## src/rtl/brightness_contrast_pipe.sv

```systemverilog
// brightness_contrast_pipe
// ------------------------
// Applies a per-pixel gain (contrast) and a signed offset (brightness) with
// saturation to NUM_CH packed colour channels. It has three pipeline stages:
// S1 multiplies, S2 rounds and adds the offset, S3 saturates. The whole pipe
// holds while datapath_ready is low. New gain/offset values go into staging
// registers first. They become active on the next accepted start-of-frame
// pixel, so one frame never mixes two parameter sets.
//
// Ports:
//   clk, resetN      clock, asynchronous active-low reset
//   en_bp            1 = apply gain/offset, 0 = pass-through (same latency)
//   gain_in          staged gain, unsigned, GAIN_FRAC fractional bits
//   offset_in        staged offset, two's complement, DATA_W+1 bits
//   param_load       strobe: capture gain_in/offset_in into staging
//   sof              start of frame, qualifies the pixel on color_in
//   color_in         NUM_CH*DATA_W pixel, channel 0 in the LSBs
//   color_in_valid   input pixel valid
//   datapath_ready   0 = whole pipe holds
//   color_out        result pixel
//   color_out_valid  result valid
//   param_pending    staged parameters not yet applied
//
// Optional feature, enabled by defining BC_CLIP_STATS_EN:
//   clip_count       number of clipped pixels in the previous frame
//   clip_count_valid one-cycle pulse when clip_count is updated
// Without the macro these ports and the counter logic do not exist.

module brightness_contrast_pipe #(
    parameter int DATA_W    = 8,
    parameter int NUM_CH    = 3,
    parameter int GAIN_W    = 8,
    parameter int GAIN_FRAC = 6
) (
    input  logic                     clk,
    input  logic                     resetN,
    input  logic                     en_bp,
    input  logic [GAIN_W-1:0]        gain_in,
    input  logic [DATA_W:0]          offset_in,
    input  logic                     param_load,
    input  logic                     sof,
    input  logic [NUM_CH*DATA_W-1:0] color_in,
    input  logic                     color_in_valid,
    input  logic                     datapath_ready,
    output logic [NUM_CH*DATA_W-1:0] color_out,
    output logic                     color_out_valid,
    output logic                     param_pending
`ifdef BC_CLIP_STATS_EN
    ,
    output logic [15:0]              clip_count,
    output logic                     clip_count_valid
`endif
);

    localparam int PW = DATA_W + GAIN_W;
    localparam int SW = PW + 2;
    localparam int OW = DATA_W + 1;
    localparam logic [GAIN_W-1:0] UNITY_GAIN = GAIN_W'(1 << GAIN_FRAC);
    localparam logic [PW:0]       HALF_LSB   = (PW+1)'(1 << (GAIN_FRAC - 1));
    localparam logic [DATA_W-1:0] MAX_VAL    = '1;

    // Parameter double-buffer state
    logic [GAIN_W-1:0] gainStage_q,   gainStage_d;
    logic [OW-1:0]     offsetStage_q, offsetStage_d;
    logic [GAIN_W-1:0] gainActive_q,  gainActive_d;
    logic [OW-1:0]     offsetActive_q, offsetActive_d;
    logic              pending_q,     pending_d;
    logic              applyNow;
    logic [GAIN_W-1:0] gainUse;
    logic [OW-1:0]     offsetUse;

    // Pipeline state
    logic [NUM_CH-1:0][PW-1:0]  prod1_d;
    logic [NUM_CH-1:0][PW-1:0]  s1Prod_q;
    logic [OW-1:0]              s1Offset_q;
    logic [NUM_CH*DATA_W-1:0]   s1Pix_q;
    logic                       s1Valid_q, s1En_q;

    logic [NUM_CH-1:0][PW:0]    round2;
    logic [NUM_CH-1:0][SW-1:0]  sum2_d;
    logic [NUM_CH-1:0][SW-1:0]  s2Sum_q;
    logic [NUM_CH*DATA_W-1:0]   s2Pix_q;
    logic                       s2Valid_q, s2En_q;

    logic [NUM_CH*DATA_W-1:0]   out3_d;
    logic [NUM_CH*DATA_W-1:0]   colorOut_q;
    logic                       outValid_q;

    // Decide whether this cycle is an apply event. The gain/offset values
    // that a newly accepted pixel carries are chosen here. If param_load
    // coincides with an accepted sof, the values on the inputs bypass the
    // staging registers, so that sof pixel already uses them.
    always_comb begin
        gainStage_d    = param_load ? gain_in   : gainStage_q;
        offsetStage_d  = param_load ? offset_in : offsetStage_q;
        applyNow       = datapath_ready && color_in_valid && sof
                         && (pending_q || param_load);
        gainUse        = applyNow ? gainStage_d   : gainActive_q;
        offsetUse      = applyNow ? offsetStage_d : offsetActive_q;
        gainActive_d   = gainUse;
        offsetActive_d = offsetUse;
        pending_d      = pending_q;
        if (applyNow) begin
            pending_d = 1'b0;
        end else if (param_load) begin
            pending_d = 1'b1;
        end
    end

    // Parameter registers. Staging follows param_load even during a stall.
    // The active set changes only on an accepted sof, which needs ready=1.
    always_ff @(posedge clk or negedge resetN) begin
        if (!resetN) begin
            gainStage_q    <= UNITY_GAIN;
            offsetStage_q  <= '0;
            gainActive_q   <= UNITY_GAIN;
            offsetActive_q <= '0;
            pending_q      <= 1'b0;
        end else begin
            gainStage_q    <= gainStage_d;
            offsetStage_q  <= offsetStage_d;
            gainActive_q   <= gainActive_d;
            offsetActive_q <= offsetActive_d;
            pending_q      <= pending_d;
        end
    end

    // S1 datapath: unsigned multiply of each channel by the gain this pixel
    // carries.
    always_comb begin
        prod1_d = '0;
        for (int ch = 0; ch < NUM_CH; ch++) begin
            prod1_d[ch] = PW'(color_in[ch*DATA_W +: DATA_W]) * PW'(gainUse);
        end
    end

    // S1 registers. The offset travels with the pixel, so a later parameter
    // change cannot affect pixels already in flight.
    always_ff @(posedge clk or negedge resetN) begin
        if (!resetN) begin
            s1Valid_q  <= 1'b0;
            s1En_q     <= 1'b0;
            s1Prod_q   <= '0;
            s1Offset_q <= '0;
            s1Pix_q    <= '0;
        end else if (datapath_ready) begin
            s1Valid_q  <= color_in_valid;
            s1En_q     <= en_bp;
            s1Prod_q   <= prod1_d;
            s1Offset_q <= offsetUse;
            s1Pix_q    <= color_in;
        end
    end

    // S2 datapath: round half up to an integer, then add the sign-extended
    // offset. The sum has two spare bits, so it cannot overflow. Its MSB is
    // the sign bit.
    always_comb begin
        round2 = '0;
        sum2_d = '0;
        for (int ch = 0; ch < NUM_CH; ch++) begin
            round2[ch] = ({1'b0, s1Prod_q[ch]} + HALF_LSB) >> GAIN_FRAC;
            sum2_d[ch] = {1'b0, round2[ch]}
                       + {{(SW-OW){s1Offset_q[OW-1]}}, s1Offset_q};
        end
    end

    // S2 registers
    always_ff @(posedge clk or negedge resetN) begin
        if (!resetN) begin
            s2Valid_q <= 1'b0;
            s2En_q    <= 1'b0;
            s2Sum_q   <= '0;
            s2Pix_q   <= '0;
        end else if (datapath_ready) begin
            s2Valid_q <= s1Valid_q;
            s2En_q    <= s1En_q;
            s2Sum_q   <= sum2_d;
            s2Pix_q   <= s1Pix_q;
        end
    end

    // S3 datapath: a negative sum clamps to 0. Any set bit above the
    // channel width clamps to full scale. Bypassed pixels take the
    // original input value.
    always_comb begin
        out3_d = '0;
        for (int ch = 0; ch < NUM_CH; ch++) begin
            if (!s2En_q) begin
                out3_d[ch*DATA_W +: DATA_W] = s2Pix_q[ch*DATA_W +: DATA_W];
            end else if (s2Sum_q[ch][SW-1]) begin
                out3_d[ch*DATA_W +: DATA_W] = '0;
            end else if (|s2Sum_q[ch][SW-2:DATA_W]) begin
                out3_d[ch*DATA_W +: DATA_W] = MAX_VAL;
            end else begin
                out3_d[ch*DATA_W +: DATA_W] = s2Sum_q[ch][DATA_W-1:0];
            end
        end
    end

    // S3 output registers
    always_ff @(posedge clk or negedge resetN) begin
        if (!resetN) begin
            outValid_q <= 1'b0;
            colorOut_q <= '0;
        end else if (datapath_ready) begin
            outValid_q <= s2Valid_q;
            colorOut_q <= out3_d;
        end
    end

    assign color_out       = colorOut_q;
    assign color_out_valid = outValid_q;
    assign param_pending   = pending_q;

`ifdef BC_CLIP_STATS_EN
    logic        s1Sof_q, s2Sof_q, outSof_q, outClip_q;
    logic        clip3_d;
    logic [15:0] clipCnt_q, clipCount_q;
    logic        clipCountValid_q;

    // A pixel counts as clipped if it was processed (not bypassed) and at
    // least one channel hit either rail.
    always_comb begin
        clip3_d = 1'b0;
        for (int ch = 0; ch < NUM_CH; ch++) begin
            if (s2En_q && (s2Sum_q[ch][SW-1] || (|s2Sum_q[ch][SW-2:DATA_W]))) begin
                clip3_d = 1'b1;
            end
        end
    end

    // The sof flag and the clip flag travel alongside the pixel data.
    always_ff @(posedge clk or negedge resetN) begin
        if (!resetN) begin
            s1Sof_q   <= 1'b0;
            s2Sof_q   <= 1'b0;
            outSof_q  <= 1'b0;
            outClip_q <= 1'b0;
        end else if (datapath_ready) begin
            s1Sof_q   <= sof && color_in_valid;
            s2Sof_q   <= s1Sof_q;
            outSof_q  <= s2Sof_q;
            outClip_q <= clip3_d;
        end
    end

    // A pixel is counted when it leaves the output register (valid and
    // ready). An sof pixel closes the previous frame: it publishes the
    // count and restarts the counter, including itself if it clipped.
    always_ff @(posedge clk or negedge resetN) begin
        if (!resetN) begin
            clipCnt_q        <= '0;
            clipCount_q      <= '0;
            clipCountValid_q <= 1'b0;
        end else begin
            clipCountValid_q <= 1'b0;
            if (outValid_q && datapath_ready) begin
                if (outSof_q) begin
                    clipCount_q      <= clipCnt_q;
                    clipCountValid_q <= 1'b1;
                    clipCnt_q        <= outClip_q ? 16'd1 : 16'd0;
                end else if (outClip_q && (clipCnt_q != 16'hFFFF)) begin
                    clipCnt_q <= clipCnt_q + 16'd1;
                end
            end
        end
    end

    assign clip_count       = clipCount_q;
    assign clip_count_valid = clipCountValid_q;
`endif

endmodule

```

## config.mk

```make
export PLATFORM = sky130hd
export DESIGN_NAME = brightness_contrast_pipe
export DESIGN_NICKNAME = d
export VERILOG_FILES = /design/src/rtl/brightness_contrast_pipe.sv
export SDC_FILE = /design/constraint.sdc
export NUM_CORES = 1
export LEC_CHECK = 0
export CAP_MARGIN = 5
export CORE_ASPECT_RATIO = 0.8
export CORE_MARGIN = 3
export CORE_UTILIZATION = 50
export DETAILED_ROUTE_END_ITERATION = 8
export GPL_TIMING_DRIVEN = 0
export PLACE_DENSITY = 0.79
export SKIP_CTS_REPAIR_TIMING = 1
export SLEW_MARGIN = 10
export SYNTH_ARGS = -nofsm -noshare
export SYNTH_HDL_FRONTEND = slang
export SYNTH_SLANG_ARGS = --single-unit
```

## constraint.sdc

```tcl
create_clock -name clk -period 9 [get_ports clk]
set_input_delay 1.8 -clock clk [delete_from_list [all_inputs] [get_ports clk]]
set_output_delay 1.8 -clock clk [all_outputs]
set_load 0.05 [all_outputs]
```

### Word-level counts from Yosys, hierarchy flattened

Index checks and enable logic that the tools add are counted.

| operators by class | value |
|---|---|
| reductions and logical operators | 8 |
| add/sub/neg operators | 6 |
| multipliers | 3 |
| multiplexer cells | 15 |

Operators with widths:

| operator | count |
|---|---|
| 8-bit 2-to-1 mux | 11 |
| 16-bit by 6-bit adder with 17-bit output, second input constant | 3 |
| 8-bit by 8-bit multiplier with 16-bit output | 3 |
| 12-bit by 9-bit adder with 13-bit output | 3 |
| 9-bit OR reduction | 3 |
| 9-bit 2-to-1 mux | 2 |
| 1-bit logical AND | 3 |
| 1-bit 2-to-1 mux | 2 |
| 2-bit nonzero test | 1 |
| 1-bit logical OR | 1 |

| storage, ports and cells | value |
|---|---|
| bits in registers | 223 |
| output and inout port bits | 26 |
| word-level logic and storage cells | 52 |

### Longest topological paths before layout

| depth | value |
|---|---|
| depth in word-level cells | 5 |
| gate-level depth with buffers | 22 |
| gate-level depth less buffers | 19 |

### Worst setup path after synthesis

OpenSTA, ideal clock, no wires.

| timing path | value |
|---|---|
| kind | input to register |
| from | input param_load |
| to | register s1Prod_q[12] (netlist bit) |
| setup slack | 2220 ps |
| library setup time | 69 ps |
| arrival time | 6712 ps |
| buffers on the path | 2 |
| stages | 17 |
| path through | o2111ai_4 clkbuf_1 nand2_1 o21ai_0 clkbuf_1 nand2_1 fa_1 fa_1 fa_1 fa_1 inv_1 ha_1 and2_1 a221oi_1 a21boi_2 or4_1 nand3_1 |

| on the way | value |
|---|---|
| cells in the longest elaborated chain, start to end | 4 |
| elaborated cells between the ends (all ways) | 5 |

Ends and longest elaborated chain:

| what | line | RTL |
|---|---|---|
| start, declared | 40 | `input logic param_load,` |
| 1-bit logical OR | 97 | `&& (pending_q \|\| param_load);` |
| 1-bit logical AND | 97 |  |
| 8-bit 2-to-1 mux (*) | 98 | `gainUse = applyNow ? gainStage_d : gainActive_q;` |
| named net gainActive_d[5] | 65 | `logic [GAIN_W-1:0] gainActive_q, gainActive_d;` |
| 8-bit by 8-bit multiplier with 16-bit output (*) | 133 | `prod1_d[ch] = PW'(color_in[ch*DATA_W +: DATA_W]) * PW'(gainUse);` |
| end signal, assigned | 149 | `s1Prod_q <= prod1_d;` |
| end, declared | 74 | `logic [NUM_CH-1:0][PW-1:0] s1Prod_q;` |

The timed path passes the listed nets; every way through them passes the cells marked *.
A chain may end at the register's enable or synchronous reset.

### Final worst setup path

| timing path | value |
|---|---|
| from | input color_in_valid |
| to | register s1Prod_q[12] (netlist bit) |

| on the way | value |
|---|---|
| cells in the longest elaborated chain, start to end | 5 |

Ends and longest elaborated chain:

| what | line | RTL |
|---|---|---|
| start, declared | 43 | `input logic color_in_valid,` |
| 1-bit logical AND (2 in series) | 96 | `applyNow = datapath_ready && color_in_valid && sof` |
| 1-bit logical AND | 97 |  |
| 8-bit 2-to-1 mux | 98 |  |
| 8-bit by 8-bit multiplier with 16-bit output | 133 |  |

No other way between the ends.

==> flow_summary.json <==
{
  "status": "complete, no violations",
  "pwr-share-seq": 0.239,
  "netlist.area_leader.share": 0.2994,
  "max_cap_violations": 0,
  "diodes": 0,
  "p_switching_uw": 2614,
  "htreeDepth": 4,
  "yosys_warnings": 0,
  "synthArstFlopShare": 1.000,
  "setup.worst_path.start": "color_in_valid",
  "crit_fanout": 10,
  "synthFlopType": "dfrtp_1",
  "place_ws_ns": 0.2889,
  "p_leak_uw": 0.008523,
  "cts_tree": "done",
  "synth_seq_cells": 193,
  "end_kind": "flop",
  "pwr-share-clk": 0.148,
  "grt_start_max_net_pins": 110,
  "grtUsageTotal": 0.2605,
  "period_share": 0.9392,
  "die_w_um": 205.8,
  "firstDrtPassIters": 6,
  "reg2reg_from": "param_pending$_DFFE_PN0P_",
  "final.setup_skew_ns": 0.01449,
  "crit_type": "in2reg",
  "report.final.slew_viol_count": 0,
  "timing.fmax_mhz": 118.3,
  "grt_overflow": 0,
  "grt_first_pass_wirelength_um": 69700,
  "vias": 12460,
  "switching_share": 0.4613,
  "final_area_mm2": 0.01789,
  "slowest_delay_ns": 0.95,
  "tightest_slew_ns": 1.169,
  "drc": 0,
  "worstHoldStart": "gainStage_q[3]$_DFF_PN0_",
  "die_h_um": 165.8,
  "placed_area_mm2": 0.01724,
  "placed_cells": 2115,
  "worst_slack_ns": 0.5475,
  "drtIter0Drc": 973,
  "viasPerCell": 5.804,
  "synth.area.top_cells": "dfrtp_1 (30%), fa_1 (14%), ha_1 (11%)",
  "layout-area-overhead-vs-synth_pct": 12.06,
  "power.internal_uw": 3052,
  "finalPower_uw": 5666,
  "die_area_mm2": 0.03412,
  "hpwl_um": 33160,
  "core_mm2": 0.03088,
  "reg2reg_slack_ns": 2.19,
  "cts_buffer_depth": 2,
  "ir_drop_v": 0.0001613,
  "period_minus_slack_ns": 8.452,
  "synth_edf_count": 0,
  "rows": 57,
  "final-hold-violation-count": 0,
  "setup_viol": 0,
  "stdcell_count": 2147,
  "yosysSeqAreaShare": 0.3027,
  "crit_slowest_cell": "o21ai_0",
  "cp_data_required_time_ns": 9.38,
  "yosysTopAreaCell": "dfrtp_1",
  "grt_pass1_vias": 13160,
  "path_cells": "clkdlybuf4s50_1 -> o2111ai_4 -> clkbuf_1 -> o21ai_0 -> clkbuf_1 -> and2_1 -> fa_1 -> inv_1 -> fa_1 -> fa_1 -> fa_1 -> inv_1 -> ha_1 -> and2_1 -> a221oi_1 -> a21boi_2 -> or4_1 -> nand3_1",
  "power_frac_comb": 0.613,
  "clkLatencyLatePin_ns": 0.45,
  "netlist_area_mm2": 0.01596,
  "ios": 74,
  "port_buffers": 73,
  "hold_path_class": "reg2reg",
  "fin_util": 0.5792,
  "whs_path_depth": 2,
  "routed_wl_um": 43210,
  "crit_top_cell": "fa_1",
  "syn_inst": 1628,
  "p_per_area_mw_per_mm2": 316.8,
  "rsz0062_at_grt": "no",
  "antenna_found_initial": 2,
  "gp_congestion": 0.9354,
  "postSynthAreaPerCell_um2": 9.804,
  "avgRoutedWirePerCell_um": 20.13,
  "nets": 2015,
  "start_util": 0.5169,
  "root_buffer": "clkbuf_16",
  "path_clk_slew_ns": 0.08,
  "ant_nets": 0,
  "hold_path_end": "gainStage_q[3]$_DFF_PN0_",
  "syn_nets": 1922,
  "r2r_cells": 18,
  "relSlewSlack": 0.2209,
  "netlist-cell-type-count": 65,
  "crit_path_start_kind": "input port",
  "r2r-end": "s1Prod_q[12]$_DFFE_PN0P_",
  "drive_above_1_share": 0.09054,
  "cts_sinks": 193,
  "arrival_ns": 8.83,
  "cts_made_buffers": 17
}
[layout by cell type (no fill, tap or decap), types with 66 or more instances in the layout]
master / n
dfrtp_1: 191
inv_1: 189
ha_1: 138
nor2_1: 113
and2_1: 112
mux2_2: 109
fa_1: 108
nand2_1: 106
clkdlybuf4s50_1: 72
a21oi_1: 66
[final cells by class]
cell class                 count  area, µm²
tap                          413      516.7
clock inverter                15      219.0
fill                        2624      13000
sequential                   193       4832
multi-input combinational   1188      10190
clock buffer                  17      425.4
buffer                        57      225.2
inverter                     190      713.2
timing repair buffer          74      763.2
[metal layers]
metal	track usage	share of wire	up-vias
met5	0	0	-
met4	0.06089	0.019	0
met2	0.4181	0.46	445
met3	0.06290	0.083	66
met1	0.3590	0.44	6276
li1	-	-	5675
[metrics by stage]
step / hold slack, ns / setup TNS (ns)
2_1_floorplan: 0.4410 / 0
4_1_cts: 0.4824 / 0
6_report: 0.4787 / 0
3_3_place_gp: 0.4563 / -347.08
3_5_place_dp: 0.4624 / 0
5_1_grt: 0.5122 / 0
[worst max-delay path, delay by kind of cell]
kind,cells,cell delay (ns)
adder cells (fa/ha/maj),5,2.29
AND/OR/NAND/NOR,4,1.09
AO/OA/AOI/OAI,4,2.01
buffers and inverters,5,1.63
[power groups by stage]
stage | logic (µW) | clock network [µW] | registers [µW]
after global placement | 3300 | 0 | 1350
after global routing | 3890 | 877 | 1380
after floorplan | 2460 | 0 | 1400
after detailed placement | 3410 | 0 | 1360
final | 3470 | 836 | 1360
after CTS | 3450 | 842 | 1350
[state kept, by name, summed over array words and instances, names as in the netlist, 9 cells and up]
register,count
s2Sum_q,39
color_out,24
offsetStage_q,9
offsetActive_q,9
s1Prod_q,33
s1Pix_q,24
s1Offset_q,9
s2Pix_q,24
[logic make-up (layout without fill, tap and decap cells)]
| logic type | count (synthesis) | in the layout | synth area share |
|---|---|---|---|
| adders and majority gates | 246 | 246 | 0.2436 |
| buffers and inverters | 247 | 353 | 0.05879 |
| DFF | 193 | 193 | 0.3027 |
| and+or+nand+nor | 512 | 512 | 0.1655 |
| xor gates and xnor gates | 61 | 61 | 0.03347 |
| muxes | 145 | 145 | 0.09948 |
| AOI/OAI and AO/OA | 224 | 224 | 0.09642 |
[worst max-delay path by stage]
| stage | endpoint | slack [ns] | cells past startpoint |
|---|---|---|---|
| after floorplan | s1Prod_q[12]$_DFFE_PN0P_ | 2.22 | 17 |
| after global placement | s1Pix_q[18]$_DFFE_PN0P_ | -1.85 | 1 |
| after detailed placement | s1Prod_q[14]$_DFFE_PN0P_ | 0.29 | 18 |
| after CTS | s1Prod_q[14]$_DFFE_PN0P_ | 0.70 | 18 |
| after global routing | s1Prod_q[31]$_DFFE_PN0P_ | 0.27 | 20 |
| final | s1Prod_q[12]$_DFFE_PN0P_ | 0.55 | 18 |
[synthesized netlist by cell type, types with 8 or more instances]
| library cell | n |
|---|---|
| nand4_1 | 11 |
| o211ai_1 | 8 |
| a211oi_1 | 10 |
| nand3b_1 | 9 |
| mux2_2 | 109 |
| fa_1 | 108 |
| nor3_1 | 25 |
| o31ai_1 | 15 |
| xnor2_1 | 30 |
| a21oi_1 | 66 |
| clkbuf_1 | 42 |
| buf_1 | 13 |
| inv_1 | 189 |
| o21ai_0 | 26 |
| a21o_1 | 26 |
| and3_1 | 11 |
| ha_1 | 138 |
| nand3_1 | 34 |
| mux2i_1 | 36 |
| nor2b_1 | 43 |
| a31oi_1 | 14 |
| nor2_1 | 113 |
| or3_1 | 9 |
| xor2_1 | 31 |
| nand2_1 | 106 |
| and2_1 | 112 |
| dfrtp_1 | 191 |
(Power assumes the default switching activity.)
